**src/rtl/ram_bist_sequencer_if.sv**
```systemverilog
// RAM controller request/acknowledge bus between the BIST sequencer and the RAM.
interface ram_bist_sequencer_if #(
  parameter int ADDR_W = 16,
  parameter int DATA_W = 16
);
  logic              mem_req;
  logic              mem_we;
  logic              mem_bank;
  logic [ADDR_W-1:0] mem_addr;
  logic [DATA_W-1:0] mem_wdata;
  logic [DATA_W-1:0] mem_rdata;
  logic              mem_ack;

  modport master (
    output mem_req, mem_we, mem_bank, mem_addr, mem_wdata,
    input  mem_rdata, mem_ack
  );

  modport slave (
    input  mem_req, mem_we, mem_bank, mem_addr, mem_wdata,
    output mem_rdata, mem_ack
  );
endinterface

```
**src/rtl/ram_bist_sequencer.sv**
```systemverilog
// Two-bank RAM self-test sequencer: FILL bank0, VERIFY bank0, COPY bank0+OFFSET
// into bank1, VERIFY bank1. Counts mismatches, captures the first failing
// {bank,addr} and aborts with a timeout if the controller stops acknowledging.
//
// state | meaning
// ------+-----------------------------------------------------------
// IDLE  | waiting for start
// FILL  | write seed+idx to bank0
// VER1  | read bank0, compare with seed+idx
// CP_RD | read bank0, keep rdata+OFFSET
// CP_WR | write kept value to bank1
// VER2  | read bank1, compare with seed+idx+OFFSET
// DONE  | one cycle; next edge pulses done, drops busy, sets pass
module ram_bist_sequencer #(
  parameter int ADDR_W    = 16,
  parameter int DATA_W    = 16,
  parameter int BURST_LEN = 10,
  parameter int OFFSET    = -1,
  parameter int TIMEOUT   = 255,
  parameter int ERR_W     = 8
) (
  input  logic                 clk,
  input  logic                 rst,
  input  logic                 start,
  input  logic [ADDR_W-1:0]    base_addr,
  input  logic [DATA_W-1:0]    seed,
  ram_bist_sequencer_if.master mem,
  output logic                 busy,
  output logic                 done,
  output logic                 pass,
  output logic                 timeout,
  output logic [ERR_W-1:0]     err_cnt,
  output logic [ADDR_W:0]      fail_addr,
  output logic [3:0]           phase
);

  localparam logic [2:0] S_IDLE  = 3'd0;
  localparam logic [2:0] S_FILL  = 3'd1;
  localparam logic [2:0] S_VER1  = 3'd2;
  localparam logic [2:0] S_CP_RD = 3'd3;
  localparam logic [2:0] S_CP_WR = 3'd4;
  localparam logic [2:0] S_VER2  = 3'd5;
  localparam logic [2:0] S_DONE  = 3'd6;

  localparam int               TMR_W    = (TIMEOUT < 2) ? 1 : $clog2(TIMEOUT + 1);
  localparam logic [TMR_W-1:0] TMR_LOAD = TMR_W'(TIMEOUT - 1);
  localparam logic [ADDR_W-1:0] IDX_LAST = ADDR_W'(BURST_LEN - 1);
  localparam logic [DATA_W-1:0] OFF_V    = DATA_W'(OFFSET);
  localparam logic [ERR_W-1:0]  ERR_MAX  = '1;

  logic [2:0]        state;
  logic [ADDR_W-1:0] idx;
  logic [ADDR_W-1:0] base_q;
  logic [DATA_W-1:0] seed_q;
  logic [DATA_W-1:0] cp_data;
  logic [TMR_W-1:0]  tmr;
  logic              req_q;
  logic              we_q;
  logic              bank_q;
  logic [ADDR_W-1:0] addr_q;
  logic [DATA_W-1:0] wdata_q;

  logic [ADDR_W-1:0] cur_addr;
  logic [DATA_W-1:0] exp_data;
  logic [DATA_W-1:0] chk_data;
  logic              iss_we;
  logic              iss_bank;
  logic [DATA_W-1:0] iss_wdata;
  logic [2:0]        next_phase;
  logic              acked;
  logic              mismatch;
  logic              is_last;

  assign mem.mem_req   = req_q;
  assign mem.mem_we    = we_q;
  assign mem.mem_bank  = bank_q;
  assign mem.mem_addr  = addr_q;
  assign mem.mem_wdata = wdata_q;
  assign phase         = {1'b0, state};

  assign cur_addr = base_q + idx;
  assign exp_data = seed_q + DATA_W'(idx);
  assign chk_data = (state == S_VER2) ? exp_data + OFF_V : exp_data;
  assign acked    = req_q && mem.mem_ack;
  assign is_last  = (idx == IDX_LAST);
  assign mismatch = acked && ((state == S_VER1) || (state == S_VER2)) &&
                    (mem.mem_rdata != chk_data);

  // Access attributes for the state's next request and the phase that follows it.
  always_comb begin
    iss_we     = 1'b0;
    iss_bank   = 1'b0;
    iss_wdata  = '0;
    next_phase = S_IDLE;
    case (state)
      S_FILL: begin
        iss_we     = 1'b1;
        iss_wdata  = exp_data;
        next_phase = S_VER1;
      end
      S_VER1:  next_phase = S_CP_RD;
      S_CP_RD: next_phase = S_CP_WR;
      S_CP_WR: begin
        iss_we     = 1'b1;
        iss_bank   = 1'b1;
        iss_wdata  = cp_data;
        next_phase = S_VER2;
      end
      S_VER2: begin
        iss_bank   = 1'b1;
        next_phase = S_DONE;
      end
      default: next_phase = S_IDLE;
    endcase
  end

  // Sequencer FSM, request handshake, per-request timer and result tracking.
  always_ff @(posedge clk) begin
    if (rst) begin
      state     <= S_IDLE;
      idx       <= '0;
      base_q    <= '0;
      seed_q    <= '0;
      cp_data   <= '0;
      tmr       <= '0;
      req_q     <= 1'b0;
      we_q      <= 1'b0;
      bank_q    <= 1'b0;
      addr_q    <= '0;
      wdata_q   <= '0;
      busy      <= 1'b0;
      done      <= 1'b0;
      pass      <= 1'b0;
      timeout   <= 1'b0;
      err_cnt   <= '0;
      fail_addr <= '0;
    end else begin
      done <= 1'b0;
      case (state)
        S_IDLE: begin
          if (start) begin
            base_q    <= base_addr;
            seed_q    <= seed;
            idx       <= '0;
            err_cnt   <= '0;
            timeout   <= 1'b0;
            pass      <= 1'b0;
            fail_addr <= '0;
            busy      <= 1'b1;
            state     <= S_FILL;
          end
        end
        S_DONE: begin
          done  <= 1'b1;
          busy  <= 1'b0;
          pass  <= (err_cnt == '0) && !timeout;
          state <= S_IDLE;
        end
        S_FILL, S_VER1, S_CP_RD, S_CP_WR, S_VER2: begin
          // req_q low here is always the idle gap after an ack or a state entry.
          if (!req_q) begin
            req_q   <= 1'b1;
            we_q    <= iss_we;
            bank_q  <= iss_bank;
            addr_q  <= cur_addr;
            wdata_q <= iss_wdata;
            tmr     <= TMR_LOAD;
          end else if (acked) begin
            req_q <= 1'b0;
            if (mismatch) begin
              if (err_cnt != ERR_MAX) err_cnt <= err_cnt + ERR_W'(1);
              if (err_cnt == '0) fail_addr <= {bank_q, addr_q};
            end
            if (state == S_CP_RD) begin
              cp_data <= mem.mem_rdata + OFF_V;
              state   <= S_CP_WR;
            end else if (is_last) begin
              idx   <= '0;
              state <= next_phase;
            end else begin
              idx <= idx + ADDR_W'(1);
              if (state == S_CP_WR) state <= S_CP_RD;
            end
          end else if (tmr == '0) begin
            req_q   <= 1'b0;
            timeout <= 1'b1;
            state   <= S_DONE;
          end else begin
            tmr <= tmr - TMR_W'(1);
          end
        end
        default: state <= S_IDLE;
      endcase
    end
  end

endmodule
```
**src/flat_wrapper.sv**
```systemverilog
// flat-port wrapper written by rule: the top's interface ports become plain ports
module ram_bist_sequencer_flat 
#(
  parameter int ADDR_W    = 16,
  parameter int DATA_W    = 16,
  parameter int BURST_LEN = 10,
  parameter int OFFSET    = -1,
  parameter int TIMEOUT   = 255,
  parameter int ERR_W     = 8
)
  (clk, rst, start, base_addr, seed, busy, done, pass, timeout, err_cnt, fail_addr, phase, mem_mem_req, mem_mem_we, mem_mem_bank, mem_mem_addr, mem_mem_wdata, mem_mem_rdata, mem_mem_ack);
  ram_bist_sequencer_if #(.ADDR_W(ADDR_W), .DATA_W(DATA_W)) mem_i ();
  input  logic clk;
  input  logic rst;
  input  logic start;
  input  logic [ADDR_W-1:0] base_addr;
  input  logic [DATA_W-1:0] seed;
  output logic busy;
  output logic done;
  output logic pass;
  output logic timeout;
  output logic [ERR_W-1:0] err_cnt;
  output logic [ADDR_W:0] fail_addr;
  output logic [3:0] phase;
  output wire logic [$bits(mem_i.mem_req)-1:0] mem_mem_req;
  output wire logic [$bits(mem_i.mem_we)-1:0] mem_mem_we;
  output wire logic [$bits(mem_i.mem_bank)-1:0] mem_mem_bank;
  output wire logic [$bits(mem_i.mem_addr)-1:0] mem_mem_addr;
  output wire logic [$bits(mem_i.mem_wdata)-1:0] mem_mem_wdata;
  input wire logic [$bits(mem_i.mem_rdata)-1:0] mem_mem_rdata;
  input wire logic [$bits(mem_i.mem_ack)-1:0] mem_mem_ack;
  assign mem_mem_req = mem_i.mem_req;
  assign mem_mem_we = mem_i.mem_we;
  assign mem_mem_bank = mem_i.mem_bank;
  assign mem_mem_addr = mem_i.mem_addr;
  assign mem_mem_wdata = mem_i.mem_wdata;
  assign mem_i.mem_rdata = mem_mem_rdata;
  assign mem_i.mem_ack = mem_mem_ack;
  ram_bist_sequencer #(.ADDR_W(ADDR_W), .DATA_W(DATA_W), .BURST_LEN(BURST_LEN), .OFFSET(OFFSET), .TIMEOUT(TIMEOUT), .ERR_W(ERR_W)) u_core (.clk(clk), .rst(rst), .start(start), .base_addr(base_addr), .seed(seed), .mem(mem_i), .busy(busy), .done(done), .pass(pass), .timeout(timeout), .err_cnt(err_cnt), .fail_addr(fail_addr), .phase(phase));
endmodule
```
**config.mk**
```make
export PLATFORM = sky130hd
export DESIGN_NAME = ram_bist_sequencer_flat
export DESIGN_NICKNAME = d
export VERILOG_FILES = /design/src/rtl/ram_bist_sequencer_if.sv /design/src/rtl/ram_bist_sequencer.sv /design/src/flat_wrapper.sv
export SDC_FILE = /design/constraint.sdc
export NUM_CORES = 1
export LEC_CHECK = 0
export ABC_AREA = 1
export BUFFER_PORTS_ARGS = -buffer_cell sky130_fd_sc_hd__buf_2
export CAP_MARGIN = 20
export CORE_ASPECT_RATIO = 0.5
export CORE_MARGIN = 2
export CORE_UTILIZATION = 55
export DETAILED_ROUTE_END_ITERATION = 7
export PLACE_DENSITY = 0.77
export SLEW_MARGIN = 20
export SYNTH_ARGS = -nofsm -noshare
export SYNTH_HDL_FRONTEND = slang
export SYNTH_SLANG_ARGS = --single-unit
```
**constraint.sdc**
```tcl
create_clock -name clk -period 4 [get_ports clk]
set_input_delay 0.8 -clock clk [delete_from_list [all_inputs] [get_ports clk]]
set_output_delay 0.8 -clock clk [all_outputs]
set_load 0.02 [all_outputs]
```
# Word-level counts from Yosys, hierarchy flattened
# Index checks and enable logic that the tools add are counted.
# totals
regBits,139
in_bits,52
output_inout_bits,68
elab_cells,117
# classes
n_addsub,7
n_eq_ne,22
n_mux,46
bitwise,1
reduce_logical,24
# ops
operator,count
$mux W16,6
$mux W17,5
$mux W8,8
$pmux W16 S2,2
$pmux W17 S2,1
$add A16 B16 Y16,2
$add A16 B16 Y16 const B,2
$mux W3,7
$add A16 B1 Y16 const B,1
$eq A16 B4 Y1 const B,1
$logic_not A8 Y1,2
$ne A16 B16 Y1,1
$pmux W8 S2,1
$ne A2 B1 Y1 const B,6
$pmux W3 S4,1
$reduce_and A6 Y1,2
$mux W1,11
$ne A2 B2 Y1 const B,5
$reduce_and A5 Y1,2
$eq A3 B3 Y1 const B,3
$add A8 B1 Y8 const B,1
$ne A8 B8 Y1 const B,1
$reduce_and A4 Y1,2
$sub A8 B1 Y8 const B,1
other kinds (16),26

# Depth between registers and ports, before layout
# depth
depth_word,9
ltp_mapped,25

# Worst setup path after synthesis
# OpenSTA, ideal clock, no wires.
# synth_path
kind,flip-flop to flip-flop
from,register u_core.idx[0]
to,register u_core.fail_addr[13]
t_arrival_ns,2.955
slack_ns,0.918
path_stages_with_launch,25
synth_period_minus_slack_ns,3.082
cell_sequence,dfxtp_1 ha_1 fa_1 inv_1 ha_1 nand4_1 nor2_2 inv_1 nor2_1 nand3_1 nor2_1 nand2_1 nand2_1 nand2_1 nor2_1 nand2_1 nor2_1 nand3_2 nand2_2 nand2_4 nand3_4 buf_6 nand2_1 nand2_1 nor2_1
# synth_between
elab_chain_cells,7
# synth_rtl
element,line,rtl
from (decl),ram_bist_sequencer.sv:52,logic [ADDR_W-1:0] idx;
from (signal assigned),ram_bist_sequencer.sv:181,idx <= idx + ADDR_W'(1);
$add A16 B16 Y16 *,ram_bist_sequencer.sv:82,assign exp_data = seed_q + DATA_W'(idx);
$add A16 B16 Y16,ram_bist_sequencer.sv:83,assign chk_data = (state == S_VER2) ? exp_data + OFF_V : exp_data;
$mux W16 *,ram_bist_sequencer.sv:83,
$ne A16 B16 Y1 *,ram_bist_sequencer.sv:87,(mem.mem_rdata != chk_data);
$logic_and A1 B1 Y1 *,ram_bist_sequencer.sv:86,assign mismatch = acked && ((state == S_VER1) || (state == S_VER2)) &&
$ne A2 B1 Y1 (no source line) *,--,
$reduce_and A6 Y1 (no source line) *,--,
to (signal assigned),ram_bist_sequencer.sv:172,"if (err_cnt == '0) fail_addr <= {bank_q, addr_q};"
to (decl),ram_bist_sequencer.sv:33,"output logic [ADDR_W:0] fail_addr,"
# Mark *: on every way between the ends. The rest lies on a longest branch, timed or not.
# A chain may end at the register's enable or synchronous reset.

# Worst setup path in the final report
# layout_path
from,register u_core.idx[0]
to,register u_core.fail_addr[4]
# Same word-level chain as after synthesis.

==> impl_metrics.json <==
{
  "fp.dieArea_mm2": 0.0168,
  "crit_path_max_fanout": 28,
  "yosys-top-cells-area": "dfxtp_1, nand2_1, inv_1, a21oi_1, o21ai_0",
  "final_worst_path_period_need_ns": 3.64,
  "leakagePower_nw": 4.78,
  "ctsRootBufferMaster": "clkbuf_16",
  "holdBufCountCts": 0,
  "grt_antenna_before_repair": 0,
  "post_cts_resize_count": 0,
  "grtUsageTotal": 0.276,
  "finalHoldViolCount": 0,
  "synth_seq_area_share": 0.321,
  "worstSetupPathType": "reg -> reg",
  "start_kind": "flop",
  "relSlewSlack": 0.549,
  "grt_start_max_net_pins": 75,
  "status": "finished, final reports clean",
  "tritoncts.num_buffers": 17,
  "critPathRequiredTime_ns": 4.29,
  "num-fill-cells": 1437,
  "cap_viol_max_count": 0,
  "antenna_cells_inserted": 0,
  "synth_largest_type_area_fraction": 0.321,
  "placedInstanceArea_mm2": 0.00938,
  "clock_sinks": 139,
  "worst_clock_skew_ns": 0.0112,
  "clockBufferDepth": 2,
  "pwr-share-seq": 0.308,
  "synth_top_area_cell": "dfxtp_1",
  "syn_avg_cell_area_um2": 6.53,
  "layout-area-overhead-vs-synth_pct": 15.3,
  "io_buffer_count": 118,
  "switching_share": 0.467,
  "htree_num_levels": 4,
  "stdcell_area_mm2": 0.00998,
  "final_min_period_over_clock_period": 0.909,
  "power_frac_clock": 0.228,
  "flop2flop_setup_slack_ns": 0.36,
  "synth_flop_cell": "dfxtp_1",
  "nets": 1518,
  "vias_per_cell": 5.45,
  "vdd.ir_drop.worst_uv": 353,
  "path_clk_slew_ns": 0.07,
  "min-delay-start": "u_core.seed_q[4]",
  "slew_at_the_pin_closest_to_its_max_slew_limit_ns": 0.676,
  "power.net_switching_mw": 3.11,
  "layout.cells.most_common": "nand2_1",
  "min_path_cells": 2,
  "asyncSetResetFlopFracSynth": 0,
  "final-setup-viol-count": 0,
  "hold_path_end": "u_core.seed_q[4]",
  "slew_viol_final": 0,
  "final_layout_size_suffix_gt1_frac": 0.153,
  "initial_cell_density_of_the_core": 0.562,
  "die_h_um": 92.7,
  "cp.arrival_ns": 3.93,
  "cp-end-kind": "flop",
  "first_global_vias": 8027,
  "synth_enable_flop_cells": 0,
  "io_pins": 120,
  "post_synth_inst_count": 1325,
  "drt-pass1-iter-count": 5,
  "place.gp.congestion": 0.907,
  "worstSetupStartpoint": "u_core.idx[0]",
  "power.density_mw_per_mm2": 666,
  "yosysWarningCount": 0,
  "crit-reg2reg-launch": "u_core.idx[0]",
  "die_w_um": 181,
  "remaining_drc_errors": 0,
  "synth.distinct_cells": 50,
  "cellInternalPower_mw": 3.54,
  "synth.net_count": 1417,
  "clock_insertion_delay_worst_skew_ns": 0.43,
  "netlist_area_before_placement_mm2": 0.00866,
  "core_mm2": 0.0154,
  "finalHoldWorstSlack_ns": 0.453,
  "core.rowCount": 32,
  "place_hpwl_um": 17000,
  "detailroute.via_count": 8954,
  "cts_post_setup_buffers_inserted": 0,
  "combinationalPowerShare": 0.464,
  "ys_ff_latch": 139,
  "rr_endpoint": "u_core.fail_addr[4]",
  "layout.cells.most_common_list": "nand2_1, inv_1, dfxtp_1",
  "detail_route.wl_per_cell_um": 14.1,
  "worst-r2r-cell-count": 23,
  "routed_wirelength_um": 23200,
  "global_route_wire_length_before_repair_um": 37800,
  "drt_first_iter_violations": 671,
  "hold_class": "reg -> reg",
  "max_clock_freq_ghz": 0.275,
  "tritoncts": "done",
  "ant_nets_after_route": 0,
  "global_route.overflow_total": 0
}
==> worst max-delay path, stage by stage, from the launching register on <==
cell and delay (ns):
dfxtp_1 0.45, ha_2 0.28, fa_1 0.43, inv_1 0.13, ha_1 0.16, nand4_1 0.17, nor2_2 0.20, inv_1 0.06
nor2_1 0.14, nand3_1 0.12, nor2_1 0.14, nand2_1 0.09, nand2_1 0.06, nand2_1 0.04, nor2_1 0.08, nand2_1 0.06
nor2_1 0.11, nand3_2 0.12, nand2_2 0.15, nand2_8 0.16, nand3_2 0.18, nand2_1 0.07, nand2_1 0.07, nor2_1 0.04
==> power by group through the flow <==
stage,Clock [mW],Sequential (mW),Combinational (mW)
after floorplan,0,2.28,1.98
after global routing,1.59,2.09,3.45
final,1.52,2.05,3.08
after CTS,1.53,2.04,3.00
after detailed placement,0,2.07,2.98
after global placement,0,2.05,2.91
==> worst max path at each step <==
stage,to,slack [ns],depth (start not counted)
after floorplan,u_core.fail_addr[13],0.92,24
after global placement,u_core.fail_addr[0],0.47,23
after detailed placement,u_core.fail_addr[0],0.31,23
after CTS,u_core.fail_addr[0],0.29,23
after global routing,u_core.fail_addr[3],-0.01,23
final,u_core.fail_addr[4],0.36,23
==> layout make-up <==
cell class | count | area, um^2 | area share
clock inverters | 15 | 130 | 0.0130
well taps | 204 | 255 | 0.0256
flip-flops and latches | 139 | 2780 | 0.279
repair buffers | 128 | 666 | 0.0667
clock buffers | 17 | 425 | 0.0426
multi-input cells | 933 | 4940 | 0.495
inverters | 207 | 777 | 0.0779
==> kinds of logic after synthesis <==
logic type                 share of synthesized area
other                                       0.000433
and+or+nand+nor                                0.304
AOI/OAI and AO/OA                              0.177
adders and majority gates                     0.0595
xor gates and xnor gates                      0.0243
buffers and inverters                          0.114
DFF                                            0.321
==> metal layers <==
layer,share of wire,wire [um],track usage
met3,0.063,1470,0.0460
met2,0.44,10300,0.445
met4,0.013,313,0.0847
met1,0.48,11100,0.379
met5,0,0,0
==> Yosys cell counts (6+ instances only) <==
cell	n
o21ai_0	98
nand3_1	74
a31oi_1	15
o211ai_1	6
inv_1	199
clkbuf_1	38
nand2_2	17
xor2_1	21
inv_2	7
nand4_1	38
nor3_1	21
nor2_1	114
dfxtp_1	139
a211oi_1	6
a21oi_1	137
nand2_1	283
nor2_2	9
ha_1	38
nand3_2	8
==> flip-flops by register name, summed over array words and instances, names as in the netlist <==
signal,flops
u_core.base_q,16
u_core.busy,1
u_core.cp_data,16
u_core.done,1
u_core.err_cnt,8
u_core.fail_addr,17
u_core.idx,16
u_core.mem.mem_addr,16
u_core.mem.mem_bank,1
u_core.mem.mem_req,1
u_core.mem.mem_wdata,16
u_core.mem.mem_we,1
u_core.pass,1
u_core.seed_q,16
u_core.state,3
u_core.timeout,1
u_core.tmr,8
==> metrics by stage <==
step / setup slack [ns] / TNS [ns] / total power [mW] / util / std cells
4_1_cts: 0.287 / 0 / 6.58 / 0.644 / 1641
2_1_floorplan: 0.918 / 0 / 4.26 / - / 1325
6_report: 0.363 / 0 / 6.65 / 0.647 / 1643
3_3_place_gp: 0.473 / 0 / 4.96 / 0.608 / 1609
3_5_place_dp: 0.305 / 0 / 5.05 / 0.608 / 1609
5_1_grt: -0.00990 / -0.0195 / 7.13 / 0.647 / 1643
Note: power is estimated with default switching activity, not from simulation.
